[src/rtl/alu_pkg.sv]
// Shared types for the handshaked sequential ALU: opcodes, FSM states, flag bundle.
package alu_pkg;

  typedef enum logic [2:0] {
    OP_ADD = 3'd0,
    OP_SUB = 3'd1,
    OP_AND = 3'd2,
    OP_OR  = 3'd3,
    OP_XOR = 3'd4,
    OP_SHL = 3'd5,
    OP_SHR = 3'd6,
    OP_MUL = 3'd7
  } alu_op_e;

  typedef enum logic {
    ST_IDLE = 1'b0,
    ST_MUL  = 1'b1
  } alu_state_e;

  typedef struct packed {
    logic carry;
    logic zero;
    logic neg;
    logic ovf;
  } alu_flags_t;

endpackage

[src/rtl/alu_mul_iter.sv]
// Iterative W-step shift-add unsigned multiplier; done marks the cycle whose step is the last.
module alu_mul_iter
  import alu_pkg::*;
#(
  parameter int W  = 8,
  parameter int SW = $clog2(W)
) (
  input  logic           clk,
  input  logic           rst_n,
  input  logic           start,
  input  logic [W-1:0]   a,
  input  logic [W-1:0]   b,
  output logic           done,
  output logic [2*W-1:0] product
);

  logic           run;
  logic [SW-1:0]  cnt;
  logic [2*W-1:0] acc;
  logic [2*W-1:0] mcand;
  logic [W-1:0]   mplier;
  logic [2*W-1:0] acc_next;

  assign acc_next = mplier[0] ? acc + mcand : acc;
  // product is the accumulator value after the final step, valid while done is high
  assign done     = run && (cnt == SW'(W - 1));
  assign product  = acc_next;

  always_ff @(posedge clk or negedge rst_n) begin
    if (!rst_n) begin
      run    <= 1'b0;
      cnt    <= '0;
      acc    <= '0;
      mcand  <= '0;
      mplier <= '0;
    end else if (start) begin
      run    <= 1'b1;
      cnt    <= '0;
      acc    <= '0;
      mcand  <= {{W{1'b0}}, a};
      mplier <= b;
    end else if (run) begin
      acc    <= acc_next;
      mcand  <= mcand << 1;
      mplier <= mplier >> 1;
      cnt    <= cnt + 1'b1;
      if (done) run <= 1'b0;
    end
  end

endmodule

[src/rtl/alu_seq.sv]
// Handshaked ALU: single-cycle ops write the output registers at accept, MUL runs iteratively.
// state   | meaning
// ST_IDLE | ready for a request (subject to output backpressure)
// ST_MUL  | multiplier stepping, input port closed
module alu_seq
  import alu_pkg::*;
#(
  parameter int W  = 8,
  parameter int SW = $clog2(W)
) (
  input  logic         clk,
  input  logic         rst_n,
  input  logic         in_valid,
  output logic         in_ready,
  input  logic [2:0]   opcode,
  input  logic [W-1:0] a,
  input  logic [W-1:0] b,
  input  logic         cin,
  output logic         out_valid,
  input  logic         out_ready,
  output logic [W-1:0] result,
  output logic [W-1:0] result_hi,
  output logic         carry,
  output logic         zero,
  output logic         neg,
  output logic         ovf
);

  alu_state_e     state;
  alu_op_e        op;
  alu_flags_t     flags_q;
  alu_flags_t     flags_d;
  logic [W-1:0]   res_d;
  logic [W:0]     sum_add;
  logic [W:0]     sum_sub;
  logic           accept;
  logic           mul_start;
  logic           mul_done;
  logic [2*W-1:0] product;

  assign op        = alu_op_e'(opcode);
  assign in_ready  = (state == ST_IDLE) && (!out_valid || out_ready);
  assign accept    = in_valid && in_ready;
  assign mul_start = accept && (op == OP_MUL);

  assign carry = flags_q.carry;
  assign zero  = flags_q.zero;
  assign neg   = flags_q.neg;
  assign ovf   = flags_q.ovf;

  // carry out of a + ~b + 1 is the no-borrow indication
  assign sum_add = {1'b0, a} + {1'b0, b} + {{W{1'b0}}, cin};
  assign sum_sub = {1'b0, a} + {1'b0, ~b} + {{W{1'b0}}, 1'b1};

  always_comb begin
    res_d   = '0;
    flags_d = '0;
    case (op)
      OP_ADD: begin
        res_d         = sum_add[W-1:0];
        flags_d.carry = sum_add[W];
        flags_d.ovf   = (a[W-1] == b[W-1]) && (sum_add[W-1] != a[W-1]);
      end
      OP_SUB: begin
        res_d         = sum_sub[W-1:0];
        flags_d.carry = sum_sub[W];
        flags_d.ovf   = (a[W-1] != b[W-1]) && (sum_sub[W-1] != a[W-1]);
      end
      OP_AND:  res_d = a & b;
      OP_OR:   res_d = a | b;
      OP_XOR:  res_d = a ^ b;
      OP_SHL:  res_d = a << b[SW-1:0];
      OP_SHR:  res_d = a >> b[SW-1:0];
      default: res_d = '0;
    endcase
    flags_d.zero = (res_d == '0);
    flags_d.neg  = res_d[W-1];
  end

  alu_mul_iter #(.W(W), .SW(SW)) u_mul (
    .clk     (clk),
    .rst_n   (rst_n),
    .start   (mul_start),
    .a       (a),
    .b       (b),
    .done    (mul_done),
    .product (product)
  );

  always_ff @(posedge clk or negedge rst_n) begin
    if (!rst_n) begin
      state     <= ST_IDLE;
      out_valid <= 1'b0;
      result    <= '0;
      result_hi <= '0;
      flags_q   <= '0;
    end else begin
      if (out_valid && out_ready) out_valid <= 1'b0;
      case (state)
        ST_IDLE: begin
          if (accept) begin
            if (op == OP_MUL) begin
              state <= ST_MUL;
            end else begin
              result    <= res_d;
              result_hi <= '0;
              flags_q   <= flags_d;
              out_valid <= 1'b1;
            end
          end
        end
        ST_MUL: begin
          if (mul_done) begin
            result    <= product[W-1:0];
            result_hi <= product[2*W-1:W];
            flags_q   <= '{carry: |product[2*W-1:W], zero: (product == '0),
                           neg: product[W-1], ovf: 1'b0};
            out_valid <= 1'b1;
            state     <= ST_IDLE;
          end
        end
        default: state <= ST_IDLE;
      endcase
    end
  end

endmodule

[config.mk]
export PLATFORM = sky130hd
export DESIGN_NAME = alu_seq
export DESIGN_NICKNAME = d
export VERILOG_FILES = /design/src/rtl/alu_pkg.sv /design/src/rtl/alu_mul_iter.sv /design/src/rtl/alu_seq.sv
export SDC_FILE = /design/constraint.sdc
export NUM_CORES = 1
export LEC_CHECK = 0
export ABC_AREA = 1
export CAP_MARGIN = 15
export CORE_ASPECT_RATIO = 0.8
export CORE_MARGIN = 2
export CORE_UTILIZATION = 35
export DETAILED_ROUTE_END_ITERATION = 12
export GPL_TIMING_DRIVEN = 0
export PLACE_DENSITY = 0.6
export SLEW_MARGIN = 15
export SYNTH_ARGS = -nofsm -noshare
export SYNTH_HDL_FRONTEND = slang
export SYNTH_SLANG_ARGS = --single-unit
[constraint.sdc]
create_clock -name clk -period 2.5 [get_ports clk]
set_input_delay 0.5 -clock clk [delete_from_list [all_inputs] [get_ports clk]]
set_output_delay 0.5 -clock clk [all_outputs]
set_load 0.05 [all_outputs]
# Word-level counts from Yosys, hierarchy flattened
# Cells that the tools add are included.
word_totals:
  inputBits: 24
  elab_cells: 91
  regBits: 66
op_classes:
  mux: 35
  n_eq_ne: 15
  bitwise_logic: 5
  addsub: 6
  n_shift: 2
  reduce_logical: 15
ops:
  columns: ["cell", "n"]
  rows:
  - ["16-bit two-way mux", 5]
  - ["8-bit two-way mux", 8]
  - ["8-bit case mux with 7 select lines", 1]
  - ["8-bit case mux with 2 select lines", 2]
  - ["8-bit by 8-bit adder with 9-bit output", 2]
  - ["16-bit adder", 1]
  - ["16-bit zero test", 1]
  - ["3-bit == test, second input constant", 5]
  - ["4-bit two-way mux", 3]
  - ["9-bit by 1-bit adder with 9-bit output", 1]
  - ["9-bit by 1-bit adder with 9-bit output, second input constant", 1]
  - ["1-bit two-way mux", 9]
  - ["8-bit bitwise AND", 1]
  - ["8-bit zero test", 1]
  - ["8-bit NOT", 1]
  - ["8-bit bitwise OR", 1]
  - ["1-bit case mux with 2 select lines", 4]
  - ["4-bit case mux with 2 select lines", 1]
  - ["8-bit OR reduction", 1]
  - ["8-bit by 3-bit left shift with 8-bit output", 1]
  - ["8-bit by 3-bit >> shifter with 8-bit output", 1]
  - ["8-bit bitwise XOR", 1]
  - ["1-bit logical AND", 7]
  - ["3-bit by 2-bit == test with 1-bit output, second input constant", 2]
  - ["other kinds (13)", 17]

# Logic depth before layout (Yosys ltp)
depth:
  word_depth: 9
  ltp_mapped: 18

# Cells and area by module
# A second synthesis with hierarchy kept.
unflattened:
  hier_cells: 847
  area_unflattened_um2: 5555.3
by_module_without_submodules:
  columns: ["mod", "cells_each", "area_each_um2", "n_inst"]
  rows:
  - ["alu_mul_iter", 381, 2821.5, 1]
  - ["alu_seq", 466, 2733.9, 1]

# Worst setup path before layout
# OpenSTA, ideal clock, no wires.
synth_timing:
  kind: "register -> register"
  start: "register out_valid"
  end: "register u_mul.mplier[1]"
  setup_ns: 0.139
  required_time_ns: 2.361
  arrival_time_ns: 2.320
  period_less_slack_ns: 2.459
  stages_incl_launch_ff: 10
  path_slack_ns: 0.041
  cell_sequence: "dfrtp_1 inv_1 nor2_1 nor2_1 nand2_1 nor2_2 nor2_1 inv_1 buf_2 o221ai_1"
synth_via:
  elab_chain_cells: 6
synth_rtl:
  columns: ["item", "line_no", "rtl"]
  rows:
  - ["start, declared", "alu_seq.sv:19", "output logic out_valid,"]
  - ["start signal, assigned", "alu_seq.sv:93", "out_valid <= 1'b0;"]
  - ["start signal, assigned", "alu_seq.sv:98", "if (out_valid && out_ready) out_valid <= 1'b0;"]
  - ["start signal, assigned", "alu_seq.sv:108", "out_valid <= 1'b1;"]
  - ["1-bit zero test (*)", "alu_seq.sv:42", "assign in_ready = (state == ST_IDLE) && (!out_valid || out_ready);"]
  - ["1-bit logical OR (*)", "alu_seq.sv:42", null]
  - ["1-bit logical AND (*)", "alu_seq.sv:42", null]
  - ["via in_ready", "alu_seq.sv:14", "output logic in_ready,"]
  - ["1-bit logical AND (*)", "alu_seq.sv:43", "assign accept = in_valid && in_ready;"]
  - ["1-bit logical AND (*)", "alu_seq.sv:44", "assign mul_start = accept && (op == OP_MUL);"]
  - ["8-bit two-way mux or 2-bit nonzero test (tied branches)", null, null]
  - ["end signal, assigned", "alu_mul_iter.sv:45", "mplier <= mplier >> 1;"]
  - ["end, declared", "alu_mul_iter.sv:21", "logic [W-1:0] mplier;"]
# The timed path passes the listed nets; every way through them passes the cells marked *.
# A chain may end at the register's enable or synchronous reset.

# Worst setup path in the final report
layout_timing:
  start: "input b[4]"
  end: "register flags_q, in the netlist zero"
layout_via:
  elab_chain_cells: 8
layout_rtl:
  columns: ["item", "line_no", "rtl"]
  rows:
  - ["start, declared", "alu_seq.sv:17", "input logic [W-1:0] b,"]
  - ["8-bit NOT", "alu_seq.sv:53", "assign sum_sub = {1'b0, a} + {1'b0, ~b} + {{W{1'b0}}, 1'b1};"]
  - ["8-bit by 8-bit adder with 9-bit output", "alu_seq.sv:53", null]
  - ["9-bit by 1-bit adder with 9-bit output", "alu_seq.sv:53", null]
  - ["8-bit case mux with 7 select lines (*)", "alu_seq.sv:58", "case (op)"]
  - ["8-bit zero test (*)", "alu_seq.sv:76", "flags_d.zero = (res_d == '0);"]
  - ["4-bit two-way mux (*)", "alu_seq.sv:102", "if (op == OP_MUL) begin"]
  - ["4-bit two-way mux (*)", "alu_seq.sv:101", "if (accept) begin"]
  - ["4-bit case mux with 2 select lines (*)", "alu_seq.sv:99", "case (state)"]
  - ["end signal, assigned", "alu_seq.sv:107", "flags_q <= flags_d;"]
  - ["end signal, assigned", "alu_seq.sv:116", "flags_q <= '{carry: |product[2*W-1:W], zero: (product == '0),"]
  - ["end, declared", "alu_seq.sv:31", "alu_flags_t flags_q;"]
# Every way passes the cells marked *; elsewhere a longest branch is shown, timed or not. The select of a mux whose other input is x is not followed.

==> results_dict.tcl <==
set metrics [dict create \
    outcome "complete, no violations" \
    swShare_pct 49.17 \
    multi_input_area_um2 3307 \
    final_layout_size_suffix_gt1_share_pct 11.40 \
    clkPwrFrac_pct 18.3 \
    seq_area_um2 1627 \
    p_int_w 0.003260 \
    fin_crit_sh_pct 95.08 \
    worst_slew_pin_slew_ns 0.6331 \
    grt_max_degree 54 \
    syn_avg_cell_area_um2 6.612 \
    grt_pass1_wl_um 27220 \
    port_buffers 44 \
    synth_seq_cells 65 \
    cp_data_arrival_time_ns 2.66 \
    antenna_left 0 \
    rr_startpoint "u_mul.mcand[0]" \
    endpoint "zero" \
    cts_tree "built" \
    drc 0 \
    worstSkewPairLatency_ns 0.34 \
    seqPwrFrac_pct 26.7 \
    wl_per_cell_um 15.86 \
    place_inst 1071 \
    syn-cell-area_um2 5395 \
    clock_sinks 65 \
    synth.top_cell.area_share_pct 30.15 \
    gr-usage-all-layers_pct 21.56 \
    hpwlAfterDp_um 13370 \
    crit_fanout 8 \
    drt_iter0_drc 510 \
    hold_ws_ns 0.01746 \
    die_w_um 142.8 \
    cts_made_buffers 9 \
    cp.required_ns 2.78 \
    clkSlewWorstSetupHoldPaths_ns 0.06 \
    vias 5511 \
    final_cell_mix "234 x nand2_1, 113 x inv_1, 88 x nand3_1" \
    finalHoldViolCount 0 \
    power_density_nw_per_um2 979.9 \
    n_fill_cell 1555 \
    grt_antenna_before_repair 0 \
    finalWorstPathRequiredPeriod_ns 2.377 \
    grt_pass1_vias 5053 \
    hold_path_class "input port to async pin" \
    path_class "input port to register" \
    via_per_inst 5.070 \
    rows 40 \
    clock_path_buffers 2 \
    wl_met3_um 1260 \
    place_congestion 0.9215 \
    topRoutingLayerUsed "met4" \
    irDropWorstVdd_v 0.0008440 \
    fin_cells 1087 \
    ctsRootBufferMaster "clkbuf_16" \
    ff2ff_path_depth 16 \
    syn_nets 886 \
    switchingPower_w 0.003153 \
    netlist_top_cells_area "dfrtp_1 30%, nand2_1 17%, ha_1 9.7%" \
    met2_length_um 6585 \
    finalNetCount 943 \
    start_util_pct 35.81 \
    power.leakage_nw 3.333 \
    finalPower_w 0.006412 \
    area_growth_pct 21.29 \
    timing.rr.end "carry" \
    cap_violations 0 \
    layout_commonest_cell "nand2_1" \
    end_kind "register" \
    grt_overflow 0 \
    wl_um 17240 \
    wl_met1_um 9189 \
    clock-skew-final_ns 0.007384 \
    setup_viol 0 \
    firstDrtPassIters 5 \
    synth_cell_type_count 36 \
    critPathLaunchType "input port" \
    netlist.top_cell.by_area "dfrtp_1" \
    htreeDepth 3 \
    synthCells 816 \
    ys_seq_area_share_pct 30.15 \
    rsz0062_at_grt "yes" \
    power_frac_comb_pct 54.9 \
    ys_warn_count 0 \
    antennaDiodeCount 0 \
    io_pins 46 \
    max_slew_margin_pct 57.35 \
    r2r_setup_slack_ns 0.21 \
    crit_start "b[4]" \
    slew_viol_final 0 \
    dieHeight_um 115.1 \
    core-area_um2 15060 \
    dieArea_um2 16430 \
    clock.fmax_mhz 420.7 \
]
[cell families (layout without fill, tap and decap cells)]
group	count (synthesis)	count (layout)	share of synthesized area [%]
xor gates and xnor gates	2	2	0.3247
buffers and inverters	152	213	11.04
adders and majority gates	46	46	11.22
DFF	65	65	30.15
AOI/OAI and AO/OA	131	131	14.31
and+or+nand+nor	420	420	32.95
[worst min-delay path by stage]
stage | endpoint | slack [ns] | cells after the start
floorplan | carry | 0.20 | 0
global route | u_mul.acc[3] | 0.02 | 1
finish | u_mul.acc[3] | 0.02 | 1
global placement | zero | 0.47 | 2
detailed placement | u_mul.acc[3] | 0.38 | 1
CTS | u_mul.acc[3] | 0.02 | 1
[per-stage QoR]
stage / utilization [%] / setup slack, ns / instance area [um^2] / setup TNS (ns)
detailed placement: 40.65 / -0.7805 / 6123 / -14.34
CTS: 42.57 / 0.004672 / 6414 / 0
finish: 43.44 / 0.1230 / 6544 / 0
global placement: 40.48 / -1.350 / 6098 / -101.54
global route: 43.44 / -0.01348 / 6544 / -0.02833
floorplan: - / 0.04140 / 5395 / 0
[Yosys cell counts, drive strengths merged]
cell type	number
a21boi	1
a21o	1
a21oi	25
a22o	3
a22oi	3
a31oi	2
and2	6
buf	18
clkbuf	5
clkinv	1
dfrtp	65
fa	4
ha	42
inv	128
nand2	241
nand3	95
nand3b	1
nand4	9
nor2	61
nor3	3
o2111ai	2
o211ai	8
o21a	3
o21ai	55
o221ai	7
o22ai	19
o31ai	2
or2	4
xnor2	1
xor2	1
[state kept, by name (all words and copies together), names as in the netlist]
signal and count:
u_mul.acc 16, u_mul.mcand 16, result 8, result_hi 8, u_mul.mplier 8, u_mul.cnt 3, carry 1, out_valid 1
ovf 1, state 1, u_mul.run 1, zero 1
[critical path, stage by stage]
cell	delay [ns]
clkdlybuf4s50_1	0.52
inv_2	0.07
ha_1	0.27
buf_4	0.17
inv_2	0.10
o22ai_1	0.09
inv_1	0.08
nand4_1	0.21
nor2_1	0.18
nand3_1	0.09
nor2_1	0.09
nand3_1	0.10
nand2_1	0.08
nand2_1	0.05
nand2_1	0.06
[per-layer routing]
layer,vias to the layer above,track usage [%]
li1,2767,-
met1,2519,35.39
met2,207,28.97
met3,18,3.249
met4,0,5.017
met5,-,0
[power groups by stage]
stage                     combinational (W)  clock [W]  sequential, W
final                               0.00352    0.00118        0.00172
after global placement              0.00337          0        0.00171
after global routing                0.00391    0.00123        0.00176
after floorplan                     0.00201          0        0.00200
after CTS                           0.00342    0.00118        0.00170
after detailed placement            0.00338          0        0.00171
[timing repair]
| action | 4_1_cts | 5_1_grt |
|---|---|---|
| pin swaps | 2 | 11 |
| hold buffers | 0 | 0 |
| resized for setup | 25 | 63 |
| buffers inserted | 1 | 0 |
| endpoints found under the setup margin | 14 | 36 |
[area by class of cell]
cell class                 count  area share, %
multi-input combinational    599          50.54
clock buffer                   9          3.442
clock inverter                 6         0.6883
tap                          210          4.015
inverter                     129          7.438
sequential                    65          24.86
timing repair buffer          46          7.017
buffer                        23          2.008
No activity file was read; power rests on OpenSTA's default activity.
==> RTL edit 1: new RTL, same flow settings <==
`W` is set to 8 in 2 places; all go to 16.
--- a/src/rtl/alu_mul_iter.sv
+++ b/src/rtl/alu_mul_iter.sv
@@ -2,7 +2,7 @@
 module alu_mul_iter
   import alu_pkg::*;
 #(
-  parameter int W  = 8,
+  parameter int W  = 16,
   parameter int SW = $clog2(W)
 ) (
   input  logic           clk,
--- a/src/rtl/alu_seq.sv
+++ b/src/rtl/alu_seq.sv
@@ -5,7 +5,7 @@
 module alu_seq
   import alu_pkg::*;
 #(
-  parameter int W  = 8,
+  parameter int W  = 16,
   parameter int SW = $clog2(W)
 ) (
   input  logic         clk,
Interface: changed (resized a, b, result and result_hi); port bits go from 46 to 78. No check against the original RTL was run, so the function may have changed too.
==> RTL edit 1 against the original RTL <==
Sequential cell count rose by 57. Clock power grew 120%. Setup slack worse by 0.33 ns. Final cell count grew 130%. Sequential share of layout area decreased by 5.0 points. The flow now finishes with violations (negative setup slack). Area after synthesis rose by 120%. Critical endpoint unchanged. Total power rose to 3.0 times the old value. Critical path depth is the same. Routed wire length increased to 2.9 times the old value. Via count up 150%. Largest power group unchanged. Sequential power up 120%. Cell area increased by 130%.
==> RTL edit 1: results (changes against the original RTL) <==
vias: 13640  # was 5511
buffer_area_frac: 0.1049  # was 0.09025
io_buffers: 77  # was 44
power_density_nw_per_um2: 1245  # was 979.9 nW/um^2
drt-pass1-iter-count: 6  # was 5
cts.htree.levels: 4  # was 3
wl_met1_mm: 25.03  # was 9.189 mm
post-dp-hpwl_mm: 38.49  # was 13.37 mm
cts_made_buffers: 17  # was 9
diodes: 1  # was 0
use_met1: 0.4375  # was 0.3539
nNetsFinal: 2223  # was 943
seq_share: 0.1988  # was 0.2486
setup_slack_ns: -0.2063  # was 0.1230 ns
final.clkbuf_count: 23  # was 9
skew_ns: 0.01068  # was 0.007384 ns
status: "finished, violations left"  # was completed
peakVddDrop_mv: 0.7373  # was 0.8440 mV
grt_pass1_wl_mm: 74.47  # was 27.22 mm
placed_cell_area_um2: 13140  # was 6123 um^2
grt_use_met3: 0.07909  # was 0.03249
finalSetupViolations: 2  # was 0
synth_top_cells_by_area: "dfrtp_1 (26%), nand2_1 (21%), inv_1 (9.6%), nand3_1 (9.5%), ha_1 (8.9%)"  # was dfrtp_1 (30%), nand2_1 (17%), ha_1 (9.7%), nand3_1 (8.6%), inv_1 (8.6%)
syn_nets: 2072  # was 886
multi_input_area_share: 0.5420  # was 0.5054
setup_tns_ns: -0.3957  # was 0 ns
failed_checks: "negative setup slack"
==> RTL edit 1: cells by family after synthesis <==
kind of cell / count (synthesis) / share of synthesized area
flip-flops: 122 / 0.2588
XOR/XNOR: 8 / 0.005940
AND/OR/NAND/NOR: 1098 / 0.3873
AO/OA/AOI/OAI: 247 / 0.1223
buffers and inverters: 381 / 0.1298
adder cells (fa/ha/maj): 88 / 0.09589
==> RTL edit 1: where the power goes <==
part           switching, uW  leakage (uW)  internal, uW
Clock                    922      0.000293          1710
Sequential               860       0.00148          2960
Combinational           8310       0.00608          4390
Total                  10100       0.00786          9050
==> RTL edit 1: through the flow <==
| step | power, uW | hold slack (ns) |
|---|---|---|
| finish | 19140 | 0.04500 |
| global route | 20610 | 0.09583 |
| CTS | 17750 | 0.06263 |
| detailed placement | 14370 | 0.4796 |
| global placement | 14280 | 0.4707 |
| floorplan | 10920 | 0.2044 |
==> RTL edit 2: new RTL, same flow settings <==
Without the edit above. Make the reset (`rst_n`) synchronous in 2 clocked blocks.
--- a/src/rtl/alu_mul_iter.sv
+++ b/src/rtl/alu_mul_iter.sv
@@ -26,7 +26,7 @@
   assign done     = run && (cnt == SW'(W - 1));
   assign product  = acc_next;
 
-  always_ff @(posedge clk or negedge rst_n) begin
+  always_ff @(posedge clk) begin
     if (!rst_n) begin
       run    <= 1'b0;
       cnt    <= '0;
--- a/src/rtl/alu_seq.sv
+++ b/src/rtl/alu_seq.sv
@@ -87,7 +87,7 @@
     .product (product)
   );
 
-  always_ff @(posedge clk or negedge rst_n) begin
+  always_ff @(posedge clk) begin
     if (!rst_n) begin
       state     <= ST_IDLE;
       out_valid <= 1'b0;
Check against the original RTL: differs if rst_n is asserted again (counterexample within 4 cycles, from zero or initial values and one cycle with rst_n low); with rst_n held inactive, the same outputs for 4 cycles.
==> RTL edit 2 against the original RTL <==
Cell area is 1.0% higher. Setup slack worse by 0.089 ns. Area after synthesis up 1.4%. Routed wire length grew 2.3%. Count of clock-buffer cells in the layout increased by 2. First-iteration DRC count increased by 26%. Critical path depth shrank 11. Die area is 1.4% higher. Sequential cell count is the same. Largest cell class unchanged.
Power is not compared: it rests on default switching activity, and its combinational part moved more than twofold at a synthesized area within 25%.
==> RTL edit 2: results (changes against the original RTL) <==
status: "completed"  # unchanged
seq_area_frac_synth: 0.2378  # was 0.3015
cts_max_path_buffers: 2  # unchanged
dr.first_iter.drc_count: 643  # was 510
pre_cts_slack_ns: -0.7890  # was -0.7805 ns
grt.total_usage: 0.2176  # was 0.2156
post-dp-hpwl_mm: 13.79  # was 13.37 mm
worstPathMaxFanout: 2  # was 8
seqPwrFrac: 0.359
grt_pass1_vias: 5237  # was 5053
cp.arrival_ns: 1.97  # was 2.66 ns
hp-class: "reg2reg"  # was in2async
syn_nets: 988  # was 886
grtUsageMet2: 0.2860  # was 0.2897
grt_use_met3: 0.03430  # was 0.03249
internal-power_uw: 2016
vias_per_cell: 5.070  # about the same
synth-edff-count: 0  # unchanged
synth_top_cells_by_area: "dfxtp_1 (24%), nand2_1 (20%), ha_1 (9.6%), inv_1 (9.2%), nand3_1 (8.8%)"  # was dfrtp_1 (30%), nand2_1 (17%), ha_1 (9.7%), nand3_1 (8.6%), inv_1 (8.6%)
grt_max_degree: 13  # was 54
postCtsSetupBuffers: 0  # was 1
reg2reg_depth: 12  # was 16
grt_pass1_wl_mm: 27.91  # was 27.22 mm
post_drt_wl_per_cell_um: 14.80  # was 15.86 um
cts-root-buf: "clkbuf_16"  # unchanged
max_slew_margin: 0.4979  # was 0.5735
synth.top_cells.by_count: "nand2_1 (292), inv_1 (134), nand3_1 (96)"  # was nand2_1 (241), inv_1 (123), nand3_1 (93)
synthArstFlopShare: 0  # was 1.000
use_met1: 0.3647  # was 0.3539
drive_gt1_frac: 0.09786  # was 0.1140
placed_cell_area_um2: 6185  # was 6123 um^2
gp_congestion: 0.8950  # was 0.9215
skew_ns: 0.007395  # was 0.007384 ns
max_stage_delay_ns: 0.82  # was 0.52 ns
cts_resized: 28  # was 25
io_buffers: 45  # was 44
reg2reg_from: "u_mul.acc[1]"  # was u_mul.mcand[0]
nNetsFinal: 1046  # was 943
crit_start: "out_ready"  # was b[4]
-- RTL edit 2: cell types whose count changed after synthesis, sizes merged, moves of 12 or more --
cell and change:
nand2 +51, dfrtp -65, dfxtp +65, a21oi +34, nor2 +12, o22ai -18, inv +12
-- RTL edit 2: logic make-up (layout without fill, tap and decap cells) --
family | count (synthesis) | after routing | synth area share
flip-flops | 65 | 65 | 0.2378
buffers and inverters | 174 | 237 | 0.1274
AND/OR/NAND/NOR | 491 | 491 | 0.3769
AO/OA/AOI/OAI | 136 | 136 | 0.1377
XOR/XNOR | 6 | 6 | 0.009604
adder cells (fa/ha/maj) | 46 | 46 | 0.1107
-- RTL edit 2: cell type report --
cell class	count	area, um^2
tap	210	262.8
buffer	31	172.7
clock inverter	5	37.54
inverter	143	539.3
fill	1639	8554
multi-input combinational	679	3616
clock buffer	11	242.7
timing repair buffer	47	436.7
sequential	65	1303
-- RTL edit 2: per-stage QoR --
| step | instances | util |
|---|---|---|
| after floorplan | 918 | - |
| after global routing | 1191 | 0.4359 |
| final | 1191 | 0.4359 |
| after detailed placement | 1173 | 0.4078 |
| after global placement | 1173 | 0.4078 |
| after CTS | 1189 | 0.4282 |
-- RTL edit 2: final timing paths --
| kind | endpoint | slack [ns] |
|---|---|---|
| worst max-delay path | in_ready | 0.03 |
| worst min-delay path | result_hi[5] | 0.47 |
| worst max register to register | zero | 0.10 |
| worst min register to register | result_hi[5] | 0.47 |
-- RTL edit 2: per-layer routing --
metal / wire, um / share of wire / vias up
li1: - / - / 3042
met1: 9806 / 0.56 / 2769
met2: 6425 / 0.36 / 215
met3: 1254 / 0.071 / 12
met4: 144 / 0.0082 / 0
met5: 0 / 0 / -
